<file path="config.mk">
export PLATFORM = sky130hd
export DESIGN_NAME = dmem_arbiter
export DESIGN_NICKNAME = d
export VERILOG_FILES = /design/src/rtl/dmem_arb_pkg.sv /design/src/rtl/dmem_burst_ctr.sv /design/src/rtl/dmem_arbiter.sv
export SDC_FILE = /design/constraint.sdc
export NUM_CORES = 1
export LEC_CHECK = 0
export CORE_ASPECT_RATIO = 1.25
export CORE_UTILIZATION = 45
export CTS_CLUSTER_SIZE = 16
export DETAILED_ROUTE_END_ITERATION = 16
export PLACE_DENSITY = 0.86
export SYNTH_ARGS = -nofsm -noshare
export SYNTH_HDL_FRONTEND = slang
export SYNTH_HIERARCHICAL = 1
export SYNTH_SLANG_ARGS = --single-unit
</file>
<file path="constraint.sdc">
create_clock -name clk -period 7.9 [get_ports clk]
set_input_delay 1.975 -clock clk [delete_from_list [all_inputs] [get_ports clk]]
set_output_delay 1.975 -clock clk [all_outputs]
set_load 0.01 [all_outputs]
</file>
<file path="src/rtl/dmem_arb_pkg.sv">
`default_nettype none
// +----------------------------------------------------------------+
// | dmem_arb_pkg: shared types and default sizes for dmem_arbiter  |
// | Rev 1.0                                                        |
// +----------------------------------------------------------------+
package dmem_arb_pkg;

  typedef enum logic [0:0] {
    ARB_IDLE  = 1'b0,
    ARB_BURST = 1'b1
  } arb_state_t;

  localparam int DEF_ADDR_W   = 12;
  localparam int DEF_LEN_W    = 4;
  localparam int DEF_WAIT_MAX = 8;

endpackage
`default_nettype wire

</file>
<file path="src/rtl/dmem_burst_ctr.sv">
`default_nettype none
// +----------------------------------------------------------------+
// | dmem_burst_ctr: host burst address and remaining-beat counter  |
// | Rev 1.0                                                        |
// +----------------------------------------------------------------+
module dmem_burst_ctr
  import dmem_arb_pkg::*;
#(
  parameter int ADDR_W = DEF_ADDR_W,
  parameter int LEN_W  = DEF_LEN_W
) (
  input  logic              clk,
  input  logic              reset,
  input  logic              load,
  input  logic [ADDR_W-1:0] load_addr,
  input  logic [LEN_W-1:0]  load_len,
  input  logic              step,
  output logic [ADDR_W-1:0] addr,
  output logic              last
);

  logic [ADDR_W-1:0] r_addr;
  logic [LEN_W-1:0]  r_left;

  // Beat 0 is issued straight from the request, so the counter starts one beat ahead.
  always_ff @(posedge clk) begin
    if (!reset) begin
      r_addr <= '0;
      r_left <= '0;
    end else if (load) begin
      r_addr <= load_addr + ADDR_W'(1);
      r_left <= load_len;
    end else if (step) begin
      r_addr <= r_addr + ADDR_W'(1);
      r_left <= r_left - LEN_W'(1);
    end
  end

  assign addr = r_addr;
  assign last = (r_left == LEN_W'(1));

endmodule
`default_nettype wire

</file>
<file path="src/rtl/dmem_arbiter.sv">
`default_nettype none
// +----------------------------------------------------------------+
// | dmem_arbiter: core / host-burst arbiter for the data memory    |
// | Optional statistics counters: define DMEM_ARB_STATS_EN         |
// | Rev 1.0                                                        |
// +----------------------------------------------------------------+
module dmem_arbiter
  import dmem_arb_pkg::*;
#(
  parameter int ADDR_W   = DEF_ADDR_W,
  parameter int LEN_W    = DEF_LEN_W,
  parameter int WAIT_MAX = DEF_WAIT_MAX
) (
  input  logic              clk,
  input  logic              reset,
  input  logic              c_req,
  input  logic              c_we,
  input  logic [ADDR_W-1:0] c_addr,
  input  logic [31:0]       c_wdata,
  output logic              c_gnt,
  output logic              c_rvalid,
  output logic [31:0]       c_rdata,
  input  logic              h_req,
  input  logic              h_we,
  input  logic [ADDR_W-1:0] h_addr,
  input  logic [LEN_W-1:0]  h_len,
  output logic              h_gnt,
  output logic              h_beat,
  input  logic [31:0]       h_wdata,
  output logic              h_rvalid,
  output logic [31:0]       h_rdata,
  output logic              h_done,
  output logic [ADDR_W-1:0] mem_addr,
  output logic              mem_we,
  output logic [31:0]       mem_wdata,
  input  logic [31:0]       mem_rdata,
  output logic [31:0]       stat_core_wait,
  output logic [31:0]       stat_host_beats
);

  localparam int              WAIT_W     = $clog2(WAIT_MAX + 1);
  localparam logic [WAIT_W-1:0] WAIT_LIMIT = WAIT_W'(WAIT_MAX);

  arb_state_t        r_state;
  arb_state_t        w_state_nxt;
  logic [WAIT_W-1:0] r_wait_cnt;
  logic              r_h_we;
  logic [ADDR_W-1:0] r_mem_addr;
  logic [31:0]       r_mem_wdata;
  logic              r_c_rvalid;
  logic              r_h_rvalid;
  logic [31:0]       r_c_rdata;
  logic [31:0]       r_h_rdata;
  logic              w_starved;
  logic              w_ctr_last;
  logic              w_ctr_step;
  logic [ADDR_W-1:0] w_ctr_addr;
  logic [ADDR_W-1:0] w_host_addr;
  logic              w_host_we;

  assign w_starved  = h_req && (r_wait_cnt == WAIT_LIMIT);
  assign w_ctr_step = h_beat && (r_state == ARB_BURST);

  dmem_burst_ctr #(
    .ADDR_W (ADDR_W),
    .LEN_W  (LEN_W)
  ) u_burst_ctr (
    .clk       (clk),
    .reset     (reset),
    .load      (h_gnt),
    .load_addr (h_addr),
    .load_len  (h_len),
    .step      (w_ctr_step),
    .addr      (w_ctr_addr),
    .last      (w_ctr_last)
  );

  // Grants are suppressed while reset is held so an aborted burst cannot write.
  always_comb begin
    w_state_nxt = r_state;
    c_gnt       = 1'b0;
    h_gnt       = 1'b0;
    h_beat      = 1'b0;
    h_done      = 1'b0;
    w_host_addr = w_ctr_addr;
    w_host_we   = r_h_we;
    if (reset) begin
      case (r_state)
        ARB_IDLE: begin
          if (c_req && !w_starved) begin
            c_gnt = 1'b1;
          end else if (h_req) begin
            h_gnt       = 1'b1;
            h_beat      = 1'b1;
            w_host_addr = h_addr;
            w_host_we   = h_we;
            if (h_len == '0) h_done = 1'b1;
            else             w_state_nxt = ARB_BURST;
          end
        end
        ARB_BURST: begin
          h_beat = 1'b1;
          if (w_ctr_last) begin
            h_done      = 1'b1;
            w_state_nxt = ARB_IDLE;
          end
        end
        default: w_state_nxt = ARB_IDLE;
      endcase
    end
  end

  always_comb begin
    mem_addr  = r_mem_addr;
    mem_wdata = r_mem_wdata;
    mem_we    = 1'b0;
    if (c_gnt) begin
      mem_addr  = c_addr;
      mem_wdata = c_wdata;
      mem_we    = c_we;
    end else if (h_beat) begin
      mem_addr  = w_host_addr;
      mem_wdata = h_wdata;
      mem_we    = w_host_we;
    end
  end

  always_ff @(posedge clk) begin
    if (!reset) begin
      r_state     <= ARB_IDLE;
      r_wait_cnt  <= '0;
      r_h_we      <= 1'b0;
      r_mem_addr  <= '0;
      r_mem_wdata <= '0;
      r_c_rvalid  <= 1'b0;
      r_h_rvalid  <= 1'b0;
      r_c_rdata   <= '0;
      r_h_rdata   <= '0;
    end else begin
      r_state <= w_state_nxt;
      if (h_gnt) begin
        r_wait_cnt <= '0;
        r_h_we     <= h_we;
      end else if ((r_state == ARB_IDLE) && h_req && (r_wait_cnt != WAIT_LIMIT)) begin
        r_wait_cnt <= r_wait_cnt + WAIT_W'(1);
      end
      if (c_gnt || h_beat) begin
        r_mem_addr  <= mem_addr;
        r_mem_wdata <= mem_wdata;
      end
      r_c_rvalid <= c_gnt && !c_we;
      r_h_rvalid <= h_beat && !w_host_we;
      if (c_gnt && !c_we)      r_c_rdata <= mem_rdata;
      if (h_beat && !w_host_we) r_h_rdata <= mem_rdata;
    end
  end

  assign c_rvalid = r_c_rvalid;
  assign c_rdata  = r_c_rdata;
  assign h_rvalid = r_h_rvalid;
  assign h_rdata  = r_h_rdata;

`ifdef DMEM_ARB_STATS_EN
  logic [31:0] r_stat_core_wait;
  logic [31:0] r_stat_host_beats;

  always_ff @(posedge clk) begin
    if (!reset) begin
      r_stat_core_wait  <= '0;
      r_stat_host_beats <= '0;
    end else begin
      if (c_req && !c_gnt) r_stat_core_wait  <= r_stat_core_wait + 32'd1;
      if (h_beat)          r_stat_host_beats <= r_stat_host_beats + 32'd1;
    end
  end

  assign stat_core_wait  = r_stat_core_wait;
  assign stat_host_beats = r_stat_host_beats;
`else
  assign stat_core_wait  = '0;
  assign stat_host_beats = '0;
`endif

endmodule
`default_nettype wire

</file>
==> flow_summary_export.csv <==
group,metric,value,unit
run_status,status,"complete, no violations",
place,port-buffer-count,244,
logic_synthesis,number_of_flops_mapped_to_enable_cells_by_yosys,0,
min_path,holdPathEnd,"h_rdata[21]",
global_routing,grt_remaining_overflow,0,
detailed_routing,postRouteWirelength,18.5,mm
pwr,p_per_area,200,mW/mm²
job,maxCapViolCount,0,
die,row_count,49,
detailed_routing,route.detailed.drc,0,
clock_tree,post_cts_hold_buffer_count,0,
logic_synthesis,number_of_warnings_printed_during_yosys_synthesis,6,
clock_tree,clk_path_buf_depth,2,
timing,hold_violations,0,
cells_and_area,antennaDiodeCount,0,
worst_setup_path,rr_worst_depth,14,
worst_setup_path,cp-start-kind,"primary input",
clock_tree,clkLatencyLatePin,0.41,ns
detailed_routing,routed_length_on_met1,7.20,mm
die,dieHeight,138,µm
detailed_routing,met3_wirelength,1.37,mm
timing,clock_skews,0.00823,ns
logic_synthesis,synth_adder_area_share,0.939,%
logic_synthesis,post-synth-top-area-fraction,39.7,%
clock_tree,cts.clk_slew.worst_paths,0.06,ns
timing,timing.final.crit_period,6.69,ns
clock_tree,cell_at_the_root_of_the_clock_tree,"sky130_fd_sc_hd__clkbuf_16",
timing,slew_headroom,18.6,%
clock_tree,cts_tree,"done",
detailed_routing,detailedRoute.firstPassIterationCount,4,
worst_setup_path,worst-endpoint-required,5.93,ns
die,initial_utilization,46.2,%
pwr,power_switching_share,28.0,%
logic_synthesis,post_synth_main_area_contributors,"sky130_fd_sc_hd__dfxtp_1, sky130_fd_sc_hd__buf_4, sky130_fd_sc_hd__nand2_1",
timing,maximum_clock_frequency,0.150,GHz
die,die_w,111,µm
timing,hold_slack,0.454,ns
logic_synthesis,synth_top_family_by_area,"simple AND/OR/NAND/NOR gates",
pwr,p_switching,532,µW
logic_synthesis,synth_seq_area_share,39.7,%
pwr,total_power,1900,µW
pwr,combinationalPowerShare,20.5,%
die,io-pin-count,309,
min_path,worst_hold_path_type,"reg2reg",
timing,worst-slew-pin-transition,1.22,ns
worst_setup_path,critical_path.endpoint_type,"output port",
clock_tree,post-cts-setup-buffers,0,
place,place_area,0.00892,mm²
pwr,p_leak,0.00385,µW
logic_synthesis,synth_top_area_cell,"sky130_fd_sc_hd__dfxtp_1",
logic_synthesis,yosys.area_share.xor_xnor,2.63,%
logic_synthesis,number_of_instances_in_the_synthesized_netlist,800,
detailed_routing,drt_first_iter_violations,345,
cells_and_area,final_cell_area,0.00950,mm²
pwr,clk_network_pwr_share,40.7,%
timing,post-route-period-util,84.7,%
worst_setup_path,worstPathMaxFanout,18,
cells_and_area,final_layout_size_suffix_gt1_share,6.58,%
detailed_routing,highest-signal-layer,"met4",
min_path,worst_hold_startpoint,"h_rdata[21]",
timing,final_setup_tns,0,ns
pwr,pwr-share-seq,38.7,%
cells_and_area,synthToLayoutAreaGrowth,42.6,%
worst_setup_path,path_class,"in2out",
cells_and_area,sequential_cell_area_in_the_final_layout,0.00264,mm²
place,dp.final_hpwl,13.4,mm
logic_synthesis,synth_compound_area_share,14.5,%
cells_and_area,nets,1156,
min_path,hold_path_depth,2,
global_routing,largest_net_degree_at_the_start_of_global_routing,68,
pwr,max-vdd-ir-drop,0.128,mV
logic_synthesis,postSynthRegisterBits,132,
logic_synthesis,syn-mean-instance-area,8.33,µm²
place,gp_congestion,0.811,
worst_setup_path,critical_path.reg2reg.startpoint,"r_wait_cnt[0]",
logic_synthesis,synth_simple_gate_area_share,20.8,%
logic_synthesis,synth_cell_types,62,
cells_and_area,multi_input_comb_area,0.00339,mm²
logic_synthesis,synthesis.area,0.00666,mm²
clock_tree,post_cts_resize_count,0,
worst_setup_path,critPathArrivalTime,4.71,ns
detailed_routing,post_drt_wl_per_cell,15.2,µm
cells_and_area,utilization,65.9,%
die,design.die.area,0.0153,mm²
clock_tree,cts_made_buffers,17,
timing,setup_violations,0,
clock_tree,numClockSinks,132,
timing,finalMaxSlewViolations,0,
logic_synthesis,synth_flop_cell,"sky130_fd_sc_hd__dfxtp_1",
detailed_routing,via_per_inst,5.06,
global_routing,global_route_wire_length_before_repair,30.0,mm
logic_synthesis,synthArstFlopShare,0,%
timing,rsz0062_at_grt,"false",
global_routing,gr-usage-all-layers,24.1,%
detailed_routing,detailroute.wirelength.met2,9.24,mm
detailed_routing,ant_nets,0,
clock_tree,cts_htree_levels,4,
global_routing,via_count_of_the_first_global_routing_pass,6040,
detailed_routing,num_vias,6135,
cells_and_area,n_fill_cell,1191,
pwr,internal-power,1370,µW
die,core,0.0144,mm²
worst_setup_path,regToRegEndpoint,"u_burst_ctr/addr[8]",
logic_synthesis,synth.mux.area_fraction,8.02,%
global_routing,grt_antenna_before_repair,0,
worst_setup_path,flop2flop_setup_slack,4.27,ns
-- critical path, stage by stage --
cell	delay, ns
sky130_fd_sc_hd__clkdlybuf4s50_1	0.69
sky130_fd_sc_hd__nor2b_1	0.26
sky130_fd_sc_hd__and2_1	0.55
sky130_fd_sc_hd__buf_4	0.36
sky130_fd_sc_hd__a221oi_1	0.11
sky130_fd_sc_hd__nor2_1	0.20
sky130_fd_sc_hd__clkdlybuf4s50_1	0.56
-- power groups by stage --
stage | registers [µW] | clock network, µW | logic [µW]
finish | 737 | 775 | 391
global route | 742 | 821 | 423
CTS | 737 | 788 | 392
detailed placement | 751 | 0 | 389
global placement | 748 | 0 | 383
floorplan | 758 | 0 | 198
-- registers in the layout, indices dropped and copies added, names as in the netlist --
| signal | flops |
|---|---|
| c_rdata | 32 |
| h_rdata | 32 |
| r_mem_wdata | 32 |
| r_mem_addr | 12 |
| u_burst_ctr/addr | 12 |
| r_wait_cnt | 4 |
| u_burst_ctr/r_left | 4 |
| c_rvalid | 1 |
| h_rvalid | 1 |
| r_h_we | 1 |
| r_state | 1 |
-- placed cells by master (no fill, tap or decap), types with 4 or more instances in the layout --
master / count
sky130_fd_sc_hd__a22o_1: 7
sky130_fd_sc_hd__mux2i_1: 44
sky130_fd_sc_hd__nand2_1: 123
sky130_fd_sc_hd__o21a_1: 7
sky130_fd_sc_hd__inv_1: 40
sky130_fd_sc_hd__a221oi_1: 33
sky130_fd_sc_hd__nand3_1: 13
sky130_fd_sc_hd__a31oi_1: 8
sky130_fd_sc_hd__buf_4: 9
sky130_fd_sc_hd__xor2_1: 7
sky130_fd_sc_hd__nor2_1: 94
sky130_fd_sc_hd__clkinv_4: 5
sky130_fd_sc_hd__mux2_2: 6
sky130_fd_sc_hd__o211a_1: 4
sky130_fd_sc_hd__clkdlybuf4s50_1: 243
sky130_fd_sc_hd__a21oi_1: 9
sky130_fd_sc_hd__xnor2_1: 13
sky130_fd_sc_hd__conb_1: 64
sky130_fd_sc_hd__dfxtp_1: 132
sky130_fd_sc_hd__clkbuf_16: 17
sky130_fd_sc_hd__nand3b_1: 4
sky130_fd_sc_hd__ha_1: 5
sky130_fd_sc_hd__o21ai_0: 44
sky130_fd_sc_hd__or2_1: 4
sky130_fd_sc_hd__inv_6: 5
sky130_fd_sc_hd__a211oi_1: 4
sky130_fd_sc_hd__or2_2: 4
sky130_fd_sc_hd__and2_1: 35
-- synth_stat cells (4+ instances only) --
master                     count
sky130_fd_sc_hd__dfxtp_1     132
sky130_fd_sc_hd__nand2_1     123
sky130_fd_sc_hd__nor2_1       95
sky130_fd_sc_hd__buf_4        64
sky130_fd_sc_hd__mux2i_1      44
sky130_fd_sc_hd__o21ai_0      44
sky130_fd_sc_hd__inv_1        40
sky130_fd_sc_hd__and2_1       35
sky130_fd_sc_hd__a221oi_1     33
sky130_fd_sc_hd__clkbuf_1     22
sky130_fd_sc_hd__buf_2        19
sky130_fd_sc_hd__nand3_1      13
sky130_fd_sc_hd__xnor2_1      13
sky130_fd_sc_hd__a21oi_1       9
sky130_fd_sc_hd__a31oi_1       8
sky130_fd_sc_hd__a22o_1        7
sky130_fd_sc_hd__o21a_1        7
sky130_fd_sc_hd__xor2_1        7
sky130_fd_sc_hd__buf_6         6
sky130_fd_sc_hd__mux2_2        6
sky130_fd_sc_hd__ha_1          5
sky130_fd_sc_hd__a211oi_1      4
sky130_fd_sc_hd__nand3b_1      4
sky130_fd_sc_hd__nor2b_1       4
sky130_fd_sc_hd__o211a_1       4
sky130_fd_sc_hd__or2_1         4
sky130_fd_sc_hd__or2_2         4
-- metrics by stage --
stage               cells  setup slack [ns]
floorplan             863              2.70
global route         1212             0.987
detailed placement   1180              1.22
global placement     1180              1.29
CTS                  1212              1.20
finish               1212              1.21
-- cell type report --
| class | count | share of cell area (%) |
|---|---|---|
| clock buffer | 18 | 4.62 |
| clock inverter | 14 | 1.51 |
| inverter | 42 | 1.66 |
| multi-input combinational | 576 | 35.7 |
| sequential | 132 | 27.8 |
| tap | 178 | 2.34 |
| timing repair buffer | 252 | 26.3 |
-- metal layers --
layer	GRT usage [%]	vias to the layer above
met5	0	-
li1	-	2999
met4	12.4	0
met2	42.8	262
met3	5.87	47
met1	26.6	2827
-- cell families (layout without fill, tap and decap cells) --
group / Yosys count / in the layout
other cells: 1 / 64
buf+inv: 155 / 326
compound gates: 133 / 133
xor+xnor: 20 / 20
mux: 52 / 52
fa+ha+maj: 5 / 5
simple gates: 302 / 302
flops: 132 / 132
-- worst max-delay path by stage --
stage	start	end	slack, ns	cells past startpoint
2_1_floorplan	h_req	mem_addr[7]	2.70	6
3_3_place_gp	c_req	mem_wdata[4]	1.29	7
3_5_place_dp	c_req	mem_wdata[3]	1.22	7
4_1_cts	c_req	mem_wdata[3]	1.20	7
5_1_grt	c_req	mem_wdata[1]	0.99	7
6_report	c_req	mem_wdata[10]	1.21	7
(Power assumes the default switching activity.)
